<file path="config.mk">
export PLATFORM = sky130hd
export DESIGN_NAME = hilo_muldiv_unit
export DESIGN_NICKNAME = d
export VERILOG_FILES = /design/src/rtl/hilo_muldiv_unit.sv
export SDC_FILE = /design/constraint.sdc
export NUM_CORES = 1
export LEC_CHECK = 0
export ABC_AREA = 1
export BUFFER_PORTS_ARGS = -buffer_cell sky130_fd_sc_hd__buf_2
export CORE_MARGIN = 2
export CORE_UTILIZATION = 40
export CTS_CLUSTER_DIAMETER = 40
export CTS_CLUSTER_SIZE = 20
export DETAILED_ROUTE_END_ITERATION = 10
export PLACE_DENSITY = 0.68
export SYNTH_ARGS = -nofsm -noshare
export SYNTH_HDL_FRONTEND = slang
export SYNTH_SLANG_ARGS = --single-unit
</file>
<file path="constraint.sdc">
create_clock -name clk -period 3.3 [get_ports clk]
set_input_delay 0.33 -clock clk [delete_from_list [all_inputs] [get_ports clk]]
set_output_delay 0.33 -clock clk [all_outputs]
set_load 0.01 [all_outputs]
</file>
<file path="src/rtl/hilo_muldiv_unit.sv">
// hilo_muldiv_unit
//   Hi/Lo special-purpose register block. Holds the Hi, Lo and status
//   registers and fills them from a sequential radix-2 shift-add multiplier
//   and an optional restoring divider. One operation runs at a time under a
//   start/busy/done handshake.
//
//   Build option: define HILO_DIV_EN to build the divider. Without it, DIVU
//   and DIVS finish in one cycle with only the ILL status bit set, and Hi and
//   Lo are left unchanged.
//
// Ports
//   clk      in   clock, rising edge
//   rst      in   synchronous reset, active-high
//   start    in   launch op (sampled only while not busy)
//   op       in   [1:0] 00 MULU, 01 MULS, 10 DIVU, 11 DIVS
//   a, b     in   [WIDTH-1:0] operands, captured when start is taken
//   wr_hi    in   move-to-Hi (ignored while busy)
//   wr_lo    in   move-to-Lo (ignored while busy)
//   wr_data  in   [WIDTH-1:0] move-to data
//   busy     out  high in RUN and DONE
//   done     out  one-cycle pulse, hi/lo/sr valid in that cycle
//   hi, lo   out  [WIDTH-1:0] Hi and Lo registers
//   sr       out  [SR_W-1:0] {.., ILL, OV, DZ, N, Z}
module hilo_muldiv_unit #(
  parameter int WIDTH = 16,
  parameter int SR_W  = 9
) (
  input  logic             clk,
  input  logic             rst,
  input  logic             start,
  input  logic [1:0]       op,
  input  logic [WIDTH-1:0] a,
  input  logic [WIDTH-1:0] b,
  input  logic             wr_hi,
  input  logic             wr_lo,
  input  logic [WIDTH-1:0] wr_data,
  output logic             busy,
  output logic             done,
  output logic [WIDTH-1:0] hi,
  output logic [WIDTH-1:0] lo,
  output logic [SR_W-1:0]  sr
);

  localparam int CW = $clog2(WIDTH + 1);

  typedef enum logic [1:0] {S_IDLE, S_RUN, S_DONE} state_t;

  state_t             state, state_nxt;
  logic [CW-1:0]      cnt;
  logic [1:0]         op_q;
  logic               a_neg_q, b_neg_q;
  logic [WIDTH-1:0]   opnd_q;
  logic [2*WIDTH:0]   acc;
  logic [WIDTH-1:0]   hi_q, lo_q;
  logic [4:0]         flags_q;

  logic               fast, finish, res_wr;
  logic [2*WIDTH:0]   step;
  logic [WIDTH:0]     mul_sum;
  logic [2*WIDTH:0]   mul_next;
  logic [2*WIDTH-1:0] prod;
  logic [WIDTH-1:0]   res_hi, res_lo;
  logic [4:0]         res_flags;

  function automatic logic [WIDTH-1:0] mag(input logic signed [WIDTH-1:0] v,
                                           input logic sgn);
    if (sgn && (v < 0)) return -v;
    return v;
  endfunction

  function automatic logic [2*WIDTH-1:0] neg_if(input logic [2*WIDTH-1:0] v,
                                                input logic n);
    return n ? -v : v;
  endfunction

  assign finish = (cnt == CW'(WIDTH));

  // Multiplier: accumulator upper half gains the multiplicand when the
  // multiplier LSB (acc[0]) is set, then the whole register shifts right.
  assign mul_sum  = acc[2*WIDTH:WIDTH] + {1'b0, opnd_q};
  assign mul_next = acc[0] ? {1'b0, mul_sum, acc[WIDTH-1:1]} : {1'b0, acc[2*WIDTH:1]};
  assign prod     = neg_if(acc[2*WIDTH-1:0], a_neg_q ^ b_neg_q);

`ifdef HILO_DIV_EN
  localparam logic [WIDTH-1:0] MIN_VAL = {1'b1, {(WIDTH-1){1'b0}}};

  logic [WIDTH-1:0] a_q, b_q;
  logic             div_zero, div_ovf, div_ge;
  logic [2*WIDTH:0] div_shl, div_next;
  logic [WIDTH:0]   div_diff;
  logic [WIDTH-1:0] quo, rem;

  assign div_zero = op_q[1] && (b_q == '0);
  assign div_ovf  = (op_q == 2'b11) && (a_q == MIN_VAL) && (b_q == '1);
  assign fast     = div_zero || div_ovf;

  // Restoring step: upper field is the partial remainder, lower field shifts
  // dividend bits out and quotient bits in.
  assign div_shl  = {acc[2*WIDTH-1:0], 1'b0};
  assign div_ge   = div_shl[2*WIDTH:WIDTH] >= {1'b0, opnd_q};
  assign div_diff = div_shl[2*WIDTH:WIDTH] - {1'b0, opnd_q};
  assign div_next = div_ge ? {div_diff, div_shl[WIDTH-1:1], 1'b1} : div_shl;
  assign step     = op_q[1] ? div_next : mul_next;

  assign quo = neg_if({{WIDTH{1'b0}}, acc[WIDTH-1:0]}, a_neg_q ^ b_neg_q)[WIDTH-1:0];
  assign rem = neg_if({{WIDTH{1'b0}}, acc[2*WIDTH-1:WIDTH]}, a_neg_q)[WIDTH-1:0];
`else
  assign fast = op_q[1];
  assign step = mul_next;
`endif

  always_comb begin
    res_hi    = hi_q;
    res_lo    = lo_q;
    res_flags = 5'b0;
    if (op_q[1]) begin
`ifdef HILO_DIV_EN
      if (div_zero) begin
        res_hi = a_q;
        res_lo = '1;
      end else if (div_ovf) begin
        res_hi = '0;
        res_lo = MIN_VAL;
      end else begin
        res_hi = rem;
        res_lo = quo;
      end
      res_flags = {1'b0, div_ovf && !div_zero, div_zero,
                   res_hi[WIDTH-1], ({res_hi, res_lo} == '0)};
`else
      res_flags = 5'b10000;
`endif
    end else begin
      res_hi    = prod[2*WIDTH-1:WIDTH];
      res_lo    = prod[WIDTH-1:0];
      res_flags = {3'b000, res_hi[WIDTH-1], ({res_hi, res_lo} == '0)};
    end
  end

  always_ff @(posedge clk) begin
    if (rst) state <= S_IDLE;
    else     state <= state_nxt;
  end

  always_comb begin
    state_nxt = state;
    res_wr    = 1'b0;
    busy      = 1'b1;
    done      = 1'b0;
    unique case (state)
      S_IDLE: begin
        busy = 1'b0;
        if (start) state_nxt = S_RUN;
      end
      S_RUN: begin
        // Fast-path ops are decided from latched operands on the first RUN cycle.
        if (fast || finish) begin
          res_wr    = 1'b1;
          state_nxt = S_DONE;
        end
      end
      S_DONE: begin
        done      = 1'b1;
        state_nxt = S_IDLE;
      end
      default: state_nxt = S_IDLE;
    endcase
  end

  always_ff @(posedge clk) begin
    if (rst) begin
      hi_q    <= '0;
      lo_q    <= '0;
      flags_q <= '0;
      cnt     <= '0;
    end else begin
      if (state == S_IDLE) begin
        if (wr_hi) hi_q <= wr_data;
        if (wr_lo) lo_q <= wr_data;
        if (start) cnt <= '0;
      end
      if (state == S_RUN && !res_wr) cnt <= cnt + CW'(1);
      if (res_wr) begin
        hi_q    <= res_hi;
        lo_q    <= res_lo;
        flags_q <= res_flags;
      end
    end
  end

  always_ff @(posedge clk) begin
    if (state == S_IDLE && start) begin
      op_q    <= op;
      a_neg_q <= op[0] & a[WIDTH-1];
      b_neg_q <= op[0] & b[WIDTH-1];
`ifdef HILO_DIV_EN
      a_q     <= a;
      b_q     <= b;
`endif
      if (op[1]) begin
        acc    <= {{(WIDTH+1){1'b0}}, mag(a, op[0])};
        opnd_q <= mag(b, op[0]);
      end else begin
        acc    <= {{(WIDTH+1){1'b0}}, mag(b, op[0])};
        opnd_q <= mag(a, op[0]);
      end
    end else if (state == S_RUN && !res_wr) begin
      acc <= step;
    end
  end

  assign hi = hi_q;
  assign lo = lo_q;
  assign sr = {{(SR_W-5){1'b0}}, flags_q};

endmodule

</file>
==> results of run 1 <==
## placed cells by master (no fill, tap or decap), types with 3 or more instances in the layout
cell / instances
o22ai_1: 7
inv_1: 123
inv_2: 4
clkbuf_16: 9
o211ai_1: 9
conb_1: 6
ha_1: 22
nor3_1: 8
o21ai_1: 4
nand2_1: 267
edfxtp_1: 51
buf_2: 91
nor2_1: 80
or2_2: 3
a21oi_1: 38
o21ai_0: 93
buf_4: 11
a31oi_1: 34
dfxtp_1: 42
xnor2_1: 4
nand3_1: 65
nand3_2: 3
xor2_1: 35
clkinv_1: 3
nand2_2: 6
nand4_1: 14
## state kept, by name, summed over array words and instances, names as in the netlist
name,count
a_neg_q,1
acc,32
b_neg_q,1
cnt,5
flags_q,3
hi,16
lo,16
op_q,1
opnd_q,16
state,2
## cells by family (layout without fill, tap and decap cells)
group                      after synthesis  in the layout  synth area share [%]
adders and majority gates               23             23                  4.45
xor gates and xnor gates                39             39                  5.15
AOI/OAI and AO/OA                      192            192                  16.0
buffers and inverters                  167            246                  10.0
DFF                                     93             93                  35.7
muxes                                    1              1                 0.151
other                                    1              6                0.0565
and+or+nand+nor                        451            451                  28.4
## metal layers
metal	global-route usage (%)	vias up	part of all wire [%]
li1	-	3340	-
met1	29.8	2862	48
met2	32.8	223	43
met3	3.68	18	6.8
met4	6.51	0	1.6
met5	0	-	0
## final cells by class
class	instances	area share, %
multi-input combinational	712	47.9
sequential	93	31.5
clock buffer	11	3.09
tap	220	3.65
clock inverter	5	0.365
timing repair buffer	102	7.13
inverter	128	6.37
## per-stage QoR
step	std cells	worst slack, ns	hold WS, ns
6_report	1271	0.804	0.263
5_1_grt	1271	0.576	0.271
4_1_cts	1271	0.836	0.264
3_5_place_dp	1255	0.866	0.457
3_3_place_gp	1255	0.864	0.450
2_1_floorplan	972	1.04	0.429
## report_power, final
part	internal, µW	total [µW]	switching [µW]
logic	407	1200	789
registers	1390	1520	128
clock network	505	965	459
total	2300	3680	1380
## worst max-delay path by stage
| stage | slack [ns] | start | cells after the start | endpoint |
|---|---|---|---|---|
| 2_1_floorplan | 1.04 | acc[16] | 11 | acc[27] |
| 3_3_place_gp | 0.86 | acc[16] | 11 | acc[27] |
| 3_5_place_dp | 0.87 | acc[16] | 11 | acc[27] |
| 4_1_cts | 0.84 | acc[16] | 11 | acc[27] |
| 5_1_grt | 0.58 | acc[0] | 14 | flags_q[0] |
| 6_report | 0.80 | acc[16] | 11 | acc[27] |
==> results.sh, run 1 <==
export IMPL_overflow=0
export IMPL_slew_violations=0
export IMPL_clkSlewWorstSetupHoldPaths_ns=0.07
export IMPL_status="complete, no violations"
export IMPL_r2r_slack_ns=0.80
export IMPL_path_buf_inv=1
export IMPL_hold_start="rst"
export IMPL_core_um2=16400
export IMPL_post_cts_buffers=0
export IMPL_final_util_pct=46.0
export IMPL_seq_area_frac_synth_pct=35.7
export IMPL_vias=6443
export IMPL_r2r_end="acc[27]"
export IMPL_dp_hpwl_um=14500
export IMPL_crit_family="adder cells"
export IMPL_leakage_uw=0.00362
export IMPL_synth_top_cell_area_share_pct=23.1
export IMPL_port_buffers=91
export IMPL_hold_violations=0
export IMPL_ctsResizeCount=0
export IMPL_num_antenna_cells=0
export IMPL_grt_usage_pct=21.0
export IMPL_grt_max_degree=37
export IMPL_cpPeakStageDelay_ns=0.47
export IMPL_clk_path_buf_depth=2
export IMPL_drc_errors=0
export IMPL_gp_congestion=0.915
export IMPL_rows=47
export IMPL_p_per_area_nw_per_um2=488
export IMPL_syn_area_um2=6640
export IMPL_tns_ns=0
export IMPL_vdd_ir_drop_worst_mv=0.275
export IMPL_max_freq_ghz=0.401
export IMPL_ctsHoldBuffers=0
export IMPL_synth_area_per_cell_um2=6.86
export IMPL_io_pins=98
export IMPL_cts_buffers=9
export IMPL_min_path_cells=2
export IMPL_synthTopCellsByCount="267 x nand2_1, 123 x inv_1, 93 x o21ai_0"
export IMPL_fill_cells=1688
export IMPL_h_tree_depth=3
export IMPL_cp_slowest_cell="edfxtp_1"
export IMPL_vias_per_cell=5.07
export IMPL_reg2reg_depth=11
export IMPL_finalCritPeriodShare_pct=75.6
export IMPL_skew_ns=0.00639
export IMPL_p_total_uw=3680
export IMPL_die_w_um=133
export IMPL_synth_cells=967
export IMPL_holdPathEnd="cnt[4]"
export IMPL_die_h_um=133
export IMPL_first_iter_violations=491
export IMPL_yosysTopAreaCell="edfxtp_1"
export IMPL_clk_latency_ns=0.36
export IMPL_final_area_um2=7540
export IMPL_seqCellArea_um2=2370
export IMPL_grt_first_pass_wirelength_um=29500
export IMPL_dr_pass1_iters=5
export IMPL_multiInputGateArea_um2=3620
export IMPL_start_util_pct=40.4
export IMPL_wirelength_um=18400
export IMPL_synth_ff_latch_count=93
export IMPL_hold_class="in -> reg"
export IMPL_critical_path_required_ns=3.41
export IMPL_layout_nets=1124
export IMPL_setup_viol=0
export IMPL_cap_violations=0
export IMPL_yosysMostFrequentCell="nand2_1"
export IMPL_antenna_found_initial=0
export IMPL_cp_max_fo=5
export IMPL_antenna_left=0
export IMPL_synth_flop_cell="edfxtp_1"
export IMPL_grt_pass1_vias=5722
export IMPL_placed_cell_area_um2=7280
export IMPL_ys_types=40
export IMPL_critPathLaunchType="flip-flop"
export IMPL_cp_end_kind="flip-flop"
export IMPL_cts_root_buf="clkbuf_16"
export IMPL_timing_rr_start="acc[16]"
export IMPL_ys_top_cells_by_area="edfxtp_1 23%, nand2_1 15%, dfxtp_1 13%"
export IMPL_cts_sinks=93
export IMPL_arrival_ns=2.61
export IMPL_grt_setup_unrepaired="false"
export IMPL_drt_wirelength_per_cell_um=14.4
export IMPL_synth_edf_count=51
export IMPL_max_slew_margin_pct=39.9
export IMPL_synth_warning_count=0
export IMPL_worst_slew_pin_slew_ns=0.900
export IMPL_async_reset_ff_share_pct=0
export IMPL_cts_tree="yes"
export IMPL_drive_gt1_share_pct=12.7
export IMPL_crit_chain="ha_1, fa_1, nand3_1, nand3b_1, nand3_1, nand2_1, a21oi_1, o21ai_0, xor2_1, o21ai_0, inv_1"
export IMPL_die_area_um2=17600
export IMPL_period_minus_slack_ns=2.50
export IMPL_crit_type="reg -> reg"
export IMPL_area_delta_synth_final_pct=13.7
(Power assumes the default switching activity.)
==> inputs of run 2 (changes only) <==
ABC_AREA = 0   (was 1)
PLACE_DENSITY = 0.69   (was 0.68)
clock period = 2.5 ns   (was 3.3 ns; I/O delays follow)
==> results.sh, run 2 <==
export IMPL_status="complete, but fails checks"
export IMPL_violations="setup timing"
export IMPL_crit_family="simple AND/OR/NAND/NOR gates"
export IMPL_synthTopCellsByCount="129 x nor2_1, 93 x a21oi_1, 52 x nand2_1"
export IMPL_cp_max_fo=4
export IMPL_cts_buffers=9
export IMPL_syn_area_um2=6380
export IMPL_antenna_found_initial=0
export IMPL_critical_path_required_ns=2.81
export IMPL_antenna_left=0
export IMPL_clk_latency_ns=0.36
export IMPL_grt_first_pass_wirelength_um=27700
export IMPL_cp_end_kind="flip-flop"
export IMPL_max_slew_margin_pct=50.4
export IMPL_path_buf_inv=0
export IMPL_cpPeakStageDelay_ns=0.55
export IMPL_port_buffers=91
export IMPL_cap_violations=0
export IMPL_yosysMostFrequentCell="nor2_1"
export IMPL_ys_top_cells_by_area="edfxtp_1 24%, dfxtp_1 13%, nor2_1 7.6%"
export IMPL_vdd_ir_drop_worst_mv=0.398
export IMPL_skew_ns=0.00568
export IMPL_clkSlewWorstSetupHoldPaths_ns=0.07
export IMPL_start_util_pct=40.6
export IMPL_hold_violations=0
export IMPL_grt_pass1_vias=5404
export IMPL_yosysTopAreaCell="edfxtp_1"
export IMPL_path_common_cell="or4_4"
export IMPL_period_minus_slack_ns=2.70
export IMPL_grt_max_degree=50
export IMPL_worst_slew_pin_slew_ns=0.744
export IMPL_drive_gt1_share_pct=28.9
export IMPL_vias=6126
export IMPL_grt_setup_unrepaired="true"
export IMPL_die_area_um2=17000
export IMPL_overflow=0
export IMPL_crit_chain="or4_4, o41ai_4, xor2_1, nand4_1, or3_1, or4_4, nor4_2, a31o_1"
export IMPL_largest_reg_flops=32
export IMPL_die_h_um=130
export IMPL_place_ws_ns=-0.286
export IMPL_synth_area_per_cell_um2=8.32
export IMPL_final_common_cell="nor2_1"
export IMPL_die_w_um=130
export IMPL_drt_wirelength_per_cell_um=15.5
export IMPL_cts_tree="yes"
export IMPL_synth_top_family_by_area="compound AO/OA/AOI/OAI gates"
export IMPL_p_per_area_nw_per_um2=660
export IMPL_synth_ff_latch_count=93
export IMPL_leakage_uw=0.00343
export IMPL_mostFrequentLayoutCells="129 x nor2_1, 109 x buf_4, 91 x buf_2, 88 x a21oi_1"
export IMPL_finalCritPeriodShare_pct=108
export IMPL_dr_pass1_iters=6
export IMPL_cp_slowest_cell="or4_4"
export IMPL_vias_per_cell=5.30
export IMPL_slew_violations=0
export IMPL_clk_path_buf_depth=2
export IMPL_h_tree_depth=3
export IMPL_hold_class="in -> reg"
export IMPL_first_iter_violations=438
export IMPL_p_sw_share_pct=34.7
export IMPL_p_switching_uw=1900
export IMPL_instances_no_fill=1156
export IMPL_synth_top_cell_area_share_pct=24.0
export IMPL_drc_errors=0
export IMPL_synth_adder_area_share_pct=4.63
export IMPL_critPathLaunchType="flip-flop"
export IMPL_p_total_uw=5470
export IMPL_synth_edf_count=51
export IMPL_async_reset_ff_share_pct=0
export IMPL_io_pins=98
export IMPL_gp_congestion=0.944
export IMPL_synth_compound_area_share_pct=20.7
export IMPL_ys_types=68
export IMPL_max_freq_ghz=0.370
export IMPL_placed_cell_area_um2=7740
export IMPL_setup_viol=2
export IMPL_p_int_uw=3570
export IMPL_core_um2=15700
export IMPL_crit_type="reg -> reg"
export IMPL_cts_root_buf="clkbuf_16"
export IMPL_grt_usage_pct=20.9
export IMPL_synth_flop_cell="edfxtp_1"
export IMPL_dp_hpwl_um=13400
export IMPL_cts_sinks=93
export IMPL_synthMuxAreaShare_pct=3.21
export IMPL_power_frac_seq_pct=35.8
export IMPL_layout_setup_ws_ns=-0.202
export IMPL_synth_warning_count=0
export IMPL_final_area_um2=8300
export IMPL_seq_area_frac_synth_pct=37.2
export IMPL_synth_cells=767
export IMPL_synth_xor_area_share_pct=9.33
export IMPL_largest_register="acc"
export IMPL_power_frac_comb_pct=39.9
export IMPL_clockPowerShare_pct=24.3
export IMPL_dp_cells=1130
export IMPL_layout_nets=1013
export IMPL_rows=46
export IMPL_wirelength_um=17900
export IMPL_fill_cells=1483
export IMPL_num_antenna_cells=0
export IMPL_final_util_pct=52.8
export IMPL_arrival_ns=3.01
export IMPL_synthSimpleGateAreaFrac_pct=20.0
export IMPL_area_delta_synth_final_pct=30.0
[run 2: cell count changes after synthesis, moves of 49 or more]
| cell | before | now |
|---|---|---|
| inv_1 | 123 | 18 |
| o21ai_0 | 93 | 40 |
| nand3_1 | 65 | 15 |
| nor2_1 | 80 | 129 |
| nand2_1 | 267 | 52 |
| a21oi_1 | 38 | 93 |
[run 2: final timing paths]
kind	start	endpoint	slack [ns]	depth (start not counted)
setup / recovery	acc[0]	flags_q[0]	-0.20	8
hold / removal	rst	state[1]	0.12	2
setup reg to reg	acc[0]	flags_q[0]	-0.20	8
hold reg to reg	hi[7]	hi[7]	0.45	2
[run 2: logic make-up (layout without fill, tap and decap cells)]
family | Yosys count | count (layout)
XOR/XNOR | 68 | 68
adder cells (fa/ha/maj) | 23 | 23
AND/OR/NAND/NOR | 272 | 272
flip-flops | 93 | 93
AO/OA/AOI/OAI | 217 | 218
buffers and inverters | 73 | 240
other | 1 | 6
multiplexers | 20 | 20
[run 2: timing repair]
action	in CTS	in global routing
pin swaps	8	17
hold endpoints to repair	0	0
resized for setup	17	27
cloned	0	1
hold buffers	0	0
setup endpoints to repair	14	19
buffers inserted	3	7
[run 2: worst reg2reg max path, stage by stage (launching register included)]
cell and delay (ns):
edfxtp_1 0.46, or4_4 0.55, o41ai_4 0.23, xor2_1 0.23
nand4_1 0.12, or3_1 0.34, or4_4 0.42, nor4_2 0.14
a31o_1 0.16
[run 2: power by group through the flow]
stage	Clock, µW	Combinational (µW)	Sequential, µW
2_1_floorplan	0	1190	2010
3_3_place_gp	0	1970	1980
3_5_place_dp	0	2000	1990
4_1_cts	1340	2060	1960
5_1_grt	1390	2400	1980
6_report	1330	2180	1960
[run 2: area by class of cell]
type / count / area, µm² / share of cell area (%)
multi-input cells: 607 / 3960 / 47.7
flip-flops and latches: 93 / 2370 / 28.6
repair buffers: 204 / 1340 / 16.1
well taps: 216 / 270 / 3.26
clock buffers: 12 / 256 / 3.09
inverters: 20 / 80.1 / 0.965
clock inverters: 4 / 23.8 / 0.287
[run 2: per-stage QoR]
| step | hold WS (ns) | TNS, ns |
|---|---|---|
| floorplan | 0.349 | -0.109 |
| global placement | 0.436 | -0.465 |
| detailed placement | 0.443 | -1.15 |
| CTS | 0.0989 | -0.258 |
| global route | 0.110 | -0.598 |
| finish | 0.116 | -0.208 |
[run 2: metal layers]
metal,track usage (%),part of all wire [%]
met5,0,0
met3,2.67,5.5
met1,29.3,48
met2,33.5,45
met4,7.01,1.7
